File: src/rtl/alu_sequencer.sv
// Multi-cycle command sequencer in front of a combinational n-bit ALU.
// Holds the register file and the architectural C/Z flags, and turns multi-bit shifts into repeated single-bit shifts.
module alu_sequencer #(
  parameter int n    = 4,
  parameter int REGS = 4,
  localparam int AW  = $clog2(REGS)
) (
  input  logic          clk,
  input  logic          rst,
  input  logic          CmdValid,
  output logic          CmdReady,
  input  logic [3:0]    CmdOp,
  input  logic [AW-1:0] CmdRd,
  input  logic [AW-1:0] CmdRa,
  input  logic [AW-1:0] CmdRb,
  input  logic          CmdFlagIn,
  input  logic          LoadValid,
  input  logic [AW-1:0] LoadAddr,
  input  logic [n-1:0]  LoadData,
  output logic [n-1:0]  ALUA,
  output logic [n-1:0]  ALUB,
  output logic          ALUFlagIn,
  output logic [3:0]    ALUControl,
  input  logic [n-1:0]  ALUResult,
  input  logic          ALUFlagC,
  input  logic          ALUFlagZ,
  output logic          DoneValid,
  output logic [n-1:0]  DoneResult,
  output logic          FlagC,
  output logic          FlagZ,
  output logic          Err
);

  localparam int CW = $clog2(n + 1);
  localparam logic [n:0] N_VAL = (n + 1)'(n);

  localparam logic [3:0] OP_ADD = 4'd2;
  localparam logic [3:0] OP_SUB = 4'd6;
  localparam logic [3:0] OP_SL  = 4'd8;
  localparam logic [3:0] OP_SR  = 4'd9;

  typedef enum logic [1:0] {S_IDLE, S_EXEC, S_SHIFT, S_WRITE} state_t;

  state_t          state_q, state_d;
  logic [n-1:0]    regs_q [REGS];
  logic [n-1:0]    regs_d [REGS];
  logic [AW-1:0]   rd_q, rd_d;
  logic [CW-1:0]   cnt_q, cnt_d;
  logic            err_q, err_d;
  logic            c_valid_q, c_valid_d;
  logic            pend_c_q, pend_c_d;
  logic            pend_z_q, pend_z_d;
  logic [n-1:0]    alu_a_q, alu_a_d;
  logic [n-1:0]    alu_b_q, alu_b_d;
  logic            alu_flag_in_q, alu_flag_in_d;
  logic [3:0]      alu_ctrl_q, alu_ctrl_d;
  logic [n-1:0]    done_result_q, done_result_d;
  logic            flag_c_q, flag_c_d;
  logic            flag_z_q, flag_z_d;

  logic            cmd_accept;
  logic            op_shift;
  logic            op_illegal;
  logic [n-1:0]    opnd_a;
  logic [n-1:0]    opnd_b;
  logic [CW-1:0]   shift_k;

  assign cmd_accept = CmdValid && CmdReady;
  assign op_shift   = (CmdOp == OP_SL) || (CmdOp == OP_SR);
  assign op_illegal = CmdOp > OP_SR;
  assign opnd_a     = regs_q[CmdRa];
  assign opnd_b     = regs_q[CmdRb];
  assign shift_k    = ({1'b0, opnd_b} >= N_VAL) ? CW'(n) : CW'(opnd_b);

  // State register
  always_ff @(posedge clk or posedge rst) begin
    if (rst) state_q <= S_IDLE;
    else     state_q <= state_d;
  end

  // Next-state logic
  always_comb begin
    // NOTE: assign a default before the case so no path leaves state_d unassigned and infers a latch.
    state_d = state_q;
    unique case (state_q)
      S_IDLE:  if (cmd_accept) state_d = op_shift ? S_SHIFT : S_EXEC;
      S_EXEC:  state_d = S_WRITE;
      S_SHIFT: if (cnt_q <= CW'(1)) state_d = S_WRITE;
      S_WRITE: state_d = S_IDLE;
      default: state_d = S_IDLE;
    endcase
  end

  // Output logic
  always_comb begin
    CmdReady  = (state_q == S_IDLE) && !LoadValid;
    DoneValid = (state_q == S_WRITE);
    Err       = (state_q == S_WRITE) && err_q;
  end

  // Datapath next-value logic
  always_comb begin
    // NOTE: combinational blocks use blocking '=' so later statements see the updated value.
    regs_d        = regs_q;
    rd_d          = rd_q;
    cnt_d         = cnt_q;
    err_d         = err_q;
    c_valid_d     = c_valid_q;
    pend_c_d      = pend_c_q;
    pend_z_d      = pend_z_q;
    alu_a_d       = alu_a_q;
    alu_b_d       = alu_b_q;
    alu_flag_in_d = alu_flag_in_q;
    alu_ctrl_d    = alu_ctrl_q;
    done_result_d = done_result_q;
    flag_c_d      = flag_c_q;
    flag_z_d      = flag_z_q;

    unique case (state_q)
      S_IDLE: begin
        if (LoadValid) begin
          regs_d[LoadAddr] = LoadData;
        end else if (CmdValid) begin
          rd_d          = CmdRd;
          err_d         = op_illegal;
          alu_ctrl_d    = op_illegal ? 4'd0 : CmdOp;
          alu_a_d       = opnd_a;
          alu_b_d       = op_shift ? n'(1) : opnd_b;
          alu_flag_in_d = CmdFlagIn;
          cnt_d         = shift_k;
          // Only arithmetic ops and non-empty shifts produce a carry worth committing.
          c_valid_d     = op_shift ? (shift_k != '0)
                                   : ((CmdOp == OP_ADD) || (CmdOp == OP_SUB));
        end
      end
      S_EXEC: begin
        done_result_d = err_q ? '0 : ALUResult;
        pend_c_d      = ALUFlagC;
        pend_z_d      = ALUFlagZ;
      end
      S_SHIFT: begin
        if (cnt_q == '0) begin
          done_result_d = alu_a_q;
          pend_z_d      = (alu_a_q == '0);
        end else begin
          pend_c_d = ALUFlagC;
          pend_z_d = ALUFlagZ;
          cnt_d    = cnt_q - CW'(1);
          if (cnt_q == CW'(1)) done_result_d = ALUResult;
          else                 alu_a_d       = ALUResult;
        end
      end
      S_WRITE: begin
        if (!err_q) begin
          regs_d[rd_q] = done_result_q;
          flag_z_d     = pend_z_q;
          if (c_valid_q) flag_c_d = pend_c_q;
        end
      end
      default: ;
    endcase
  end

  // Datapath registers
  always_ff @(posedge clk or posedge rst) begin
    if (rst) begin
      // NOTE: the register file is reset entry by entry because its contents are architecturally visible after reset.
      for (int i = 0; i < REGS; i++) regs_q[i] <= '0;
      rd_q          <= '0;
      cnt_q         <= '0;
      err_q         <= 1'b0;
      c_valid_q     <= 1'b0;
      pend_c_q      <= 1'b0;
      pend_z_q      <= 1'b0;
      alu_a_q       <= '0;
      alu_b_q       <= '0;
      alu_flag_in_q <= 1'b0;
      alu_ctrl_q    <= '0;
      done_result_q <= '0;
      flag_c_q      <= 1'b0;
      flag_z_q      <= 1'b0;
    end else begin
      // NOTE: flops use non-blocking '<=' so every register samples the pre-edge values.
      regs_q        <= regs_d;
      rd_q          <= rd_d;
      cnt_q         <= cnt_d;
      err_q         <= err_d;
      c_valid_q     <= c_valid_d;
      pend_c_q      <= pend_c_d;
      pend_z_q      <= pend_z_d;
      alu_a_q       <= alu_a_d;
      alu_b_q       <= alu_b_d;
      alu_flag_in_q <= alu_flag_in_d;
      alu_ctrl_q    <= alu_ctrl_d;
      done_result_q <= done_result_d;
      flag_c_q      <= flag_c_d;
      flag_z_q      <= flag_z_d;
    end
  end

  assign ALUA       = alu_a_q;
  assign ALUB       = alu_b_q;
  assign ALUFlagIn  = alu_flag_in_q;
  assign ALUControl = alu_ctrl_q;
  assign DoneResult = done_result_q;
  assign FlagC      = flag_c_q;
  assign FlagZ      = flag_z_q;

endmodule
File: config.mk
export PLATFORM = sky130hd
export DESIGN_NAME = alu_sequencer
export DESIGN_NICKNAME = d
export VERILOG_FILES = /design/src/rtl/alu_sequencer.sv
export SDC_FILE = /design/constraint.sdc
export NUM_CORES = 1
export LEC_CHECK = 0
export CORE_ASPECT_RATIO = 1.5
export CORE_UTILIZATION = 55
export DETAILED_ROUTE_END_ITERATION = 8
export HOLD_SLACK_MARGIN = 0.08
export PLACE_DENSITY = 0.87
export SYNTH_ARGS = -nofsm -noshare
export SYNTH_HDL_FRONTEND = slang
export SYNTH_SLANG_ARGS = --single-unit
File: constraint.sdc
create_clock -name clk -period 5 [get_ports clk]
set_input_delay 1 -clock clk [delete_from_list [all_inputs] [get_ports clk]]
set_output_delay 1 -clock clk [all_outputs]
set_load 0.01 [all_outputs]
**Word level (Yosys, flattened, before mapping)**

Cells that the tools add are included.

- $lt $le $gt $ge: 9
- Equality and inequality tests: 17
- Shift-type cells: 0
- Bitwise gates (word level): 6
- $add $sub $neg: 1
- Reduce and logical (&&, ||, !) cells: 24
- Multiply operators: 0
- Div/mod/pow operators: 0
- Multiplexer cells: 40

Operators with widths:

| cell | number |
|---|---|
| $mux 4 | 15 |
| $bwmux 16 | 2 |
| $mux 16 | 2 |
| $pmux 16 s2 | 1 |
| $bmux 4 s2 | 2 |
| $demux 4 s2 | 2 |
| $ne 2x2->1 const B | 8 |
| $pmux 4 s2 | 2 |
| $ge 3x3->1 const B | 4 |
| $mux 3 | 4 |
| $not 2->3 | 4 |
| $reduce_and 3->1 | 3 |
| $eq 4x4->1 const B | 2 |
| $pmux 2 s4 | 1 |
| $reduce_and 2->1 | 4 |
| $lt 3x1->1 const B | 2 |
| $mux 2 | 3 |
| $pmux 3 s2 | 1 |
| $reduce_bool 2->1 | 3 |
| $logic_and 1x1->1 | 5 |
| $reduce_and 5->1 | 1 |
| $eq 2x2->1 const B | 2 |
| $eq 4x2->1 const B | 1 |
| $eq 4x3->1 const B | 1 |
| other kinds (17) | 22 |

- Bits in latches: 0
- Register bits: 46
- Output and inout port bits: 22
- Word-level logic and storage cells: 115
- ROM bits: 0
- Memory bits (writable): 0
- Input bits: 27
- Memories: 0

**Depth between registers and ports, before layout**

- Depth after elaboration: 9
- Gate-level depth with buffers: 9
- Mapped depth without buffers: 6

**Worst setup path before layout**

No wires, ideal clock.

- Path kind: input port to output port
- From: input port LoadValid
- To: output port CmdReady
- Path buffers: 0
- Setup slack: 2.863 ns
- Required time: 4.000 ns
- Arrival time: 1.137 ns
- Stages on the path: 1
- Path through: nor2b_4

- Longest elaborated chain between the ends: 2

Ends and longest elaborated chain:

| what | RTL line | RTL |
|---|---|---|
| from (decl) | 17 | `input logic LoadValid,` |
| $logic_not 1->1 | 96 | `CmdReady = (state_q == S_IDLE) && !LoadValid;` |
| $logic_and 1x1->1 | 96 |  |
| to (decl) | 11 | `output logic CmdReady,` |

No other way between the ends.

**Worst setup path in the final report**

- From: register state_q[1]
- To: output port Err

- Longest elaborated chain between the ends: 2

Ends and longest elaborated chain:

| what | RTL line | RTL |
|---|---|---|
| from (decl) | 44 | `state_t state_q, state_d;` |
| from (signal assigned) | 78 | `else state_q <= state_d;` |
| $eq 2x2->1 | 98 | `Err = (state_q == S_WRITE) && err_q;` |
| $logic_and 1x1->1 | 98 |  |
| to (decl) | 31 | `output logic Err` |

No other way between the ends.

==> flow_summary.ini <==
[power]
ir_worst_vdd_v = 0.000302
cellPowerDensity_mw_per_mm2 = 613
p_leak_nw = 1.37

[finish]
final_cell_mix = clkdlybuf4s50_1, dfrtp_1, mux2_2
layout-drive-gt1-share = 0.196
diodes = 0
finalNetCount = 309
mostFrequentLayoutCell = clkdlybuf4s50_1
syn2layout_area_growth_pct = 23.0
fill_cells = 344

[clock_network]
cts_buffers = 5
root_buffer = clkbuf_8
h-tree-depth = 2
clock_latency_ns = 0.30
cts_resized = 0
clk_pin_slew_worst_paths_ns = 0.09
cts_tree = done
postCtsHoldBufs = 0
cts.sinks = 46
clk_path_buf_depth = 2
postCtsSetupRepairBufs = 0

[sta]
clock.fmax_mhz = 316
fin_crit_ns = 3.17
drv_slew = 0
grt_setup_unrepaired = false
fin_skew_ns = 0.00781
finalCritPeriodShare = 0.633
worst_pin_slew_ns = 0.794
finalSetupViolCount = 0
relSlewSlack = 0.471
hold-worst-slack_ns = 0.489
setup_tns_ns = 0
finalHoldViolCount = 0

[worst_setup_path]
reg2reg_slack_ns = 2.64
cp.arrival_ns = 2.17
max_stage_delay_ns = 0.69
endpoint_kind = output pin
critical_path_class = reg2out
cp.required_ns = 4.00
crit_family = adder cells
path_buf_inv = 1
path_cells = ha_1 > and2_1 > clkdlybuf4s50_1
crit_fanout = 19
cpMaxStageDelayCell = ha_1
critPathLaunchType = register

[floorplan]
die_w_um = 58.7
die_area_mm2 = 0.00510
rows = 30
die_h_um = 87.0
ioPinCount = 49
start_util = 0.578
core_region_area_mm2 = 0.00458

[synthesis]
synth-seq-area-share = 0.435
synth_area_mm2 = 0.00265
syn_inst = 228
postSynthAreaPerCell_um2 = 11.6
ys_warn_count = 0
syn-num-nets = 262
async_flop_share = 1.00
synth_area_leader_cell = dfrtp_1
synth_top_area_share = 0.435
ys.flop_type = dfrtp_1
synth_area_leaders = dfrtp_1, mux2_2, mux4_2
yosysUniqueCellTypes = 44
ys_seq_elements = 46
synth-edff-count = 0

[run]
drv_cap = 0

[detailed_routing]
vias = 2034
drtAntennaViolNets = 0
drtIter0Drc = 66
drc_errors = 0
avgRoutedWirePerCell_um = 17.3
drt_first_pass_iters = 4
drt-vias-per-instance = 5.98
drt_wl_total_um = 5880

[grt]
met2_usage = 0.472
grt_pass1_wl_um = 10000
grt-ovfl-total = 0
grt.busiest_layer = met2
groute.usage.overall = 0.263
met3_usage = 0.0371
grt_pass1_vias = 2150
grt_max_degree = 47
antenna_found_initial = 0
met1_usage = 0.295

[hold_path]
worstHoldPathType = reg2reg

[placed_design]
gp_congestion = 0.970
port_buffers = 48
dp_hpwl_um = 4520

[outcome]
status = complete, no violations
[report_power, final]
group	switching (mW)	internal (mW)	leakage [nW]
logic	0.501	0.568	0.735
clock network	0.124	0.111	0.0472
registers	0.141	0.551	0.589
total	0.766	1.23	1.37
[path summary, 6_finish.rpt]
check | start | end | depth (start not counted)
max in group asynchronous | rst | regs_q[8] | 3
min in group asynchronous | rst | ALUB[0] | 3
min reg2reg | ALUControl[1] | ALUControl[1] | 2
max reg2reg | state_q[0] | cnt_q[0] | 6
min | ALUControl[1] | ALUControl[1] | 2
max | state_q[1] | Err | 3
[final cells by class]
class | instances | area, µm² | share of cell area
Sequential cell | 46 | 1150 | 0.354
Timing Repair Buffer | 49 | 488 | 0.150
Clock buffer | 6 | 82.6 | 0.0254
Inverter | 5 | 18.8 | 0.00576
Multi-Input combinational cell | 168 | 1420 | 0.437
Tap cell | 64 | 80.1 | 0.0246
Clock inverter | 2 | 12.5 | 0.00384
[per-stage QoR]
step,setup slack (ns),cell area [µm²],cells,power [mW],utilization
after floorplan,2.86,2650,228,1.42,-
after global placement,1.86,3160,332,1.72,0.690
after detailed placement,1.84,3160,332,1.77,0.690
after CTS,1.84,3260,340,2.01,0.711
after global routing,1.74,3260,340,2.14,0.711
final,1.83,3260,340,2.00,0.711
[synthesized netlist by cell type (2+ instances only)]
| library cell | count |
|---|---|
| mux4_2 | 8 |
| o21ai_0 | 7 |
| or2_2 | 2 |
| clkbuf_1 | 3 |
| ha_1 | 7 |
| dfrtp_1 | 46 |
| nor2_1 | 10 |
| nand2b_1 | 14 |
| nand3_1 | 2 |
| inv_1 | 5 |
| mux2_2 | 21 |
| a21o_1 | 5 |
| a21oi_1 | 6 |
| nand3b_1 | 3 |
| o22ai_1 | 14 |
| nor2_4 | 3 |
| buf_2 | 2 |
| a31oi_1 | 4 |
| o32ai_1 | 2 |
| mux2i_1 | 11 |
| nand2_1 | 19 |
| a22o_1 | 8 |
| mux2_4 | 4 |
| buf_6 | 2 |
[tightest hold or removal path, delay by kind of cell, from the launching register on]
kind               cells  cell delay (ns)
AOI/OAI and AO/OA      1             0.06
DFF                    1             0.35
and+or+nand+nor        1             0.04
[registers in the layout (all words and copies together) (netlist names)]
name and cells:
ALUA 4, ALUB 4, ALUControl 4, ALUFlagIn 1
DoneResult 4, FlagC 1, FlagZ 1, c_valid_q 1
cnt_q 3, err_q 1, pend_c_q 1, pend_z_q 1
rd_q 2, regs_q 16, state_q 2
[kinds of logic after synthesis]
group / count (synthesis) / share of synthesized area
AOI/OAI and AO/OA: 53 / 0.142
xor gates and xnor gates: 1 / 0.00331
adders and majority gates: 7 / 0.0331
buffers and inverters: 14 / 0.0279
DFF: 46 / 0.435
muxes: 44 / 0.222
and+or+nand+nor: 63 / 0.138
[per-layer routing]
| metal | vias up | part of all wire |
|---|---|---|
| met1 | 1018 | 0.37 |
| met4 | 0 | 0.024 |
| met2 | 54 | 0.57 |
| met3 | 16 | 0.032 |
| met5 | - | 0 |
| li1 | 946 | - |
No activity file was read; power rests on OpenSTA's default activity.
==> variant: new RTL, same settings <==
Change the parameter `n` from 4 to 2.
--- a/src/rtl/alu_sequencer.sv
+++ b/src/rtl/alu_sequencer.sv
@@ -3,3 +3,3 @@
 module alu_sequencer #(
-  parameter int n    = 4,
+  parameter int n    = 2,
   parameter int REGS = 4,
Interface: changed (5 resized); port bits go from 49 to 39. The function was not compared with the original's and may differ.
==> variant against the original RTL <==
- global-route usage is 0.52 points lower
- synthesized cell count is 25% lower
- routed wire length is 28% lower
- fmax is 0.63% lower
- sequential share of layout area is 1.8 points lower
- first-iteration DRC count is 42% lower
- sequential cell count is 15 lower
- non-clock buffer count is 11 lower
- setup slack worse by 0.020 ns
- power is 31% lower
- synthesized area is 31% lower
- design area is 29% lower
- largest cell class unchanged
==> variant: results (changes against the original RTL) <==
<table>
<tr><th>Metric</th><th>Value</th></tr>
<tr><th colspan="2">Route</th></tr>
<tr><td>Vias/cell</td><td>6.012 (+0.49%)</td></tr>
<tr><td>Detailed route wirelength on metal2</td><td>2366 µm (-30%)</td></tr>
<tr><td>DRT iter0 DRCs</td><td>38 (-42%)</td></tr>
<tr><th colspan="2">Setup path</th></tr>
<tr><td>Startpoint of the worst-slack reg-to-reg timing path</td><td>state_q[1]</td></tr>
<tr><td>Reg2Reg Capture Point</td><td>state_q[0]</td></tr>
<tr><td>Worst EP arrival</td><td>2.19 ns (+0.02 ns)</td></tr>
<tr><td>Crit-path max cell delay</td><td>0.56 ns (-0.13 ns)</td></tr>
<tr><td>Start point of the critical path</td><td>LoadValid</td></tr>
<tr><td>Maximum fanout along the worst path</td><td>6 (-13)</td></tr>
<tr><td>Worst reg2reg setup slack</td><td>2.83 ns (+0.19 ns)</td></tr>
<tr><td>Worst Setup EP</td><td>CmdReady</td></tr>
<tr><th colspan="2">Global routing</th></tr>
<tr><td>Largest net degree at the start of global routing</td><td>32 (-32%)</td></tr>
<tr><td>Wire length of the first global-routing pass</td><td>6768 µm (-32%)</td></tr>
<tr><td>Global Route Usage Sum</td><td>0.2574 (-0.005156)</td></tr>
<tr><th colspan="2">Power and ir drop</th></tr>
<tr><td>Sequential power</td><td>0.469 mW (-32%)</td></tr>
<tr><td>Switching power share of the total</td><td>0.3871 (+0.003413)</td></tr>
<tr><th colspan="2">Yosys</th></tr>
<tr><td>Ranking of synthesized cells by instance count</td><td>31 x sky130_fd_sc_hd__dfrtp_1, 18 x sky130_fd_sc_hd__mux2_2, 16 x sky130_fd_sc_hd__nand2_1</td></tr>
<tr><td>Number of distinct library cells after synthesis</td><td>37 (-16%)</td></tr>
<tr><td>Syn nets</td><td>202 (-23%)</td></tr>
<tr><td>Share of the yosys chip area belonging to registers</td><td>0.4249 (-0.009834)</td></tr>
<tr><td>Synth top area cells</td><td>sky130_fd_sc_hd__dfrtp_1 42%, sky130_fd_sc_hd__mux2_2 11%, sky130_fd_sc_hd__ha_1 5.5%</td></tr>
<tr><td>Gate count after technology mapping</td><td>171 (-25%)</td></tr>
<tr><th colspan="2">Place</th></tr>
<tr><td>Post-DP HPWL</td><td>3203 µm (-29%)</td></tr>
<tr><td>Final weighted congestion in routability-driven placement</td><td>0.9732 (+0.29%)</td></tr>
<tr><th colspan="2">Finish</th></tr>
<tr><td>Number of filler cells placed in the layout</td><td>215 (-38%)</td></tr>
<tr><td>Proportion of layout cells with a drive suffix above 1</td><td>0.1698 (-0.02584)</td></tr>
<tr><th colspan="2">Clock network</th></tr>
<tr><td>Clock-pin transition on the worst setup and hold timing paths</td><td>0.06 ns (-0.03 ns)</td></tr>
<tr><th colspan="2">STA</th></tr>
<tr><td>Max-Slew Margin vs Limit</td><td>0.2107 (-0.2600)</td></tr>
<tr><td>Worst Clk Skew</td><td>0.01003 ns (+0.002221 ns)</td></tr>
<tr><th colspan="2">Outcome</th></tr>
<tr><td>Result of the run</td><td>complete, no violations</td></tr>
</table>
-- variant: layout make-up --
cell class                 instances  area [µm²]  share of cell area
multi-input combinational        127       992.2              0.4291
sequential                        31       775.7              0.3355
inverter                           8       30.03             0.01299
timing repair buffer              38       380.4              0.1645
clock inverter                     3       15.01            0.006493
tap                               40       50.05             0.02164
clock buffer                       5       68.82             0.02976
-- variant: through the flow --
step	instance area (µm²)	power, mW	setup WS, ns
2_1_floorplan	1826	0.9335	2.801
3_3_place_gp	2228	1.145	1.843
3_5_place_dp	2228	1.180	1.828
4_1_cts	2312	1.376	1.824
5_1_grt	2312	1.458	1.799
6_report	2312	1.382	1.814
-- variant: worst register-to-register path, delay by kind of cell, from the launching register on --
family,cells,cell delay (ns)
adders and majority gates,1,0.30
and+or+nand+nor,2,0.58
DFF,1,0.42
muxes,1,0.23
AOI/OAI and AO/OA,1,0.43
buffers and inverters,1,0.14
-- variant: worst min path at each step --
stage | start | to | slack, ns
final | ALUControl[0] | ALUControl[0] | 0.49
after global routing | ALUControl[0] | ALUControl[0] | 0.52
after CTS | ALUControl[0] | ALUControl[0] | 0.50
after detailed placement | ALUControl[0] | ALUControl[0] | 0.48
after global placement | ALUControl[2] | ALUControl[2] | 0.47
after floorplan | pend_c_q | FlagC | 0.47
-- variant: per-layer routing --
| layer | global-route usage | vias to the layer above |
|---|---|---|
| met2 | 0.4784 | 56 |
| met5 | 0 | - |
| met1 | 0.2690 | 748 |
| li1 | - | 695 |
| met3 | 0.04822 | 16 |
| met4 | 0.1438 | 0 |
-- variant: logic make-up after synthesis --
group	share of synthesized area
and+or+nand+nor	0.1433
AOI/OAI and AO/OA	0.1467
DFF	0.4249
muxes	0.1988
buffers and inverters	0.03153
adders and majority gates	0.05483
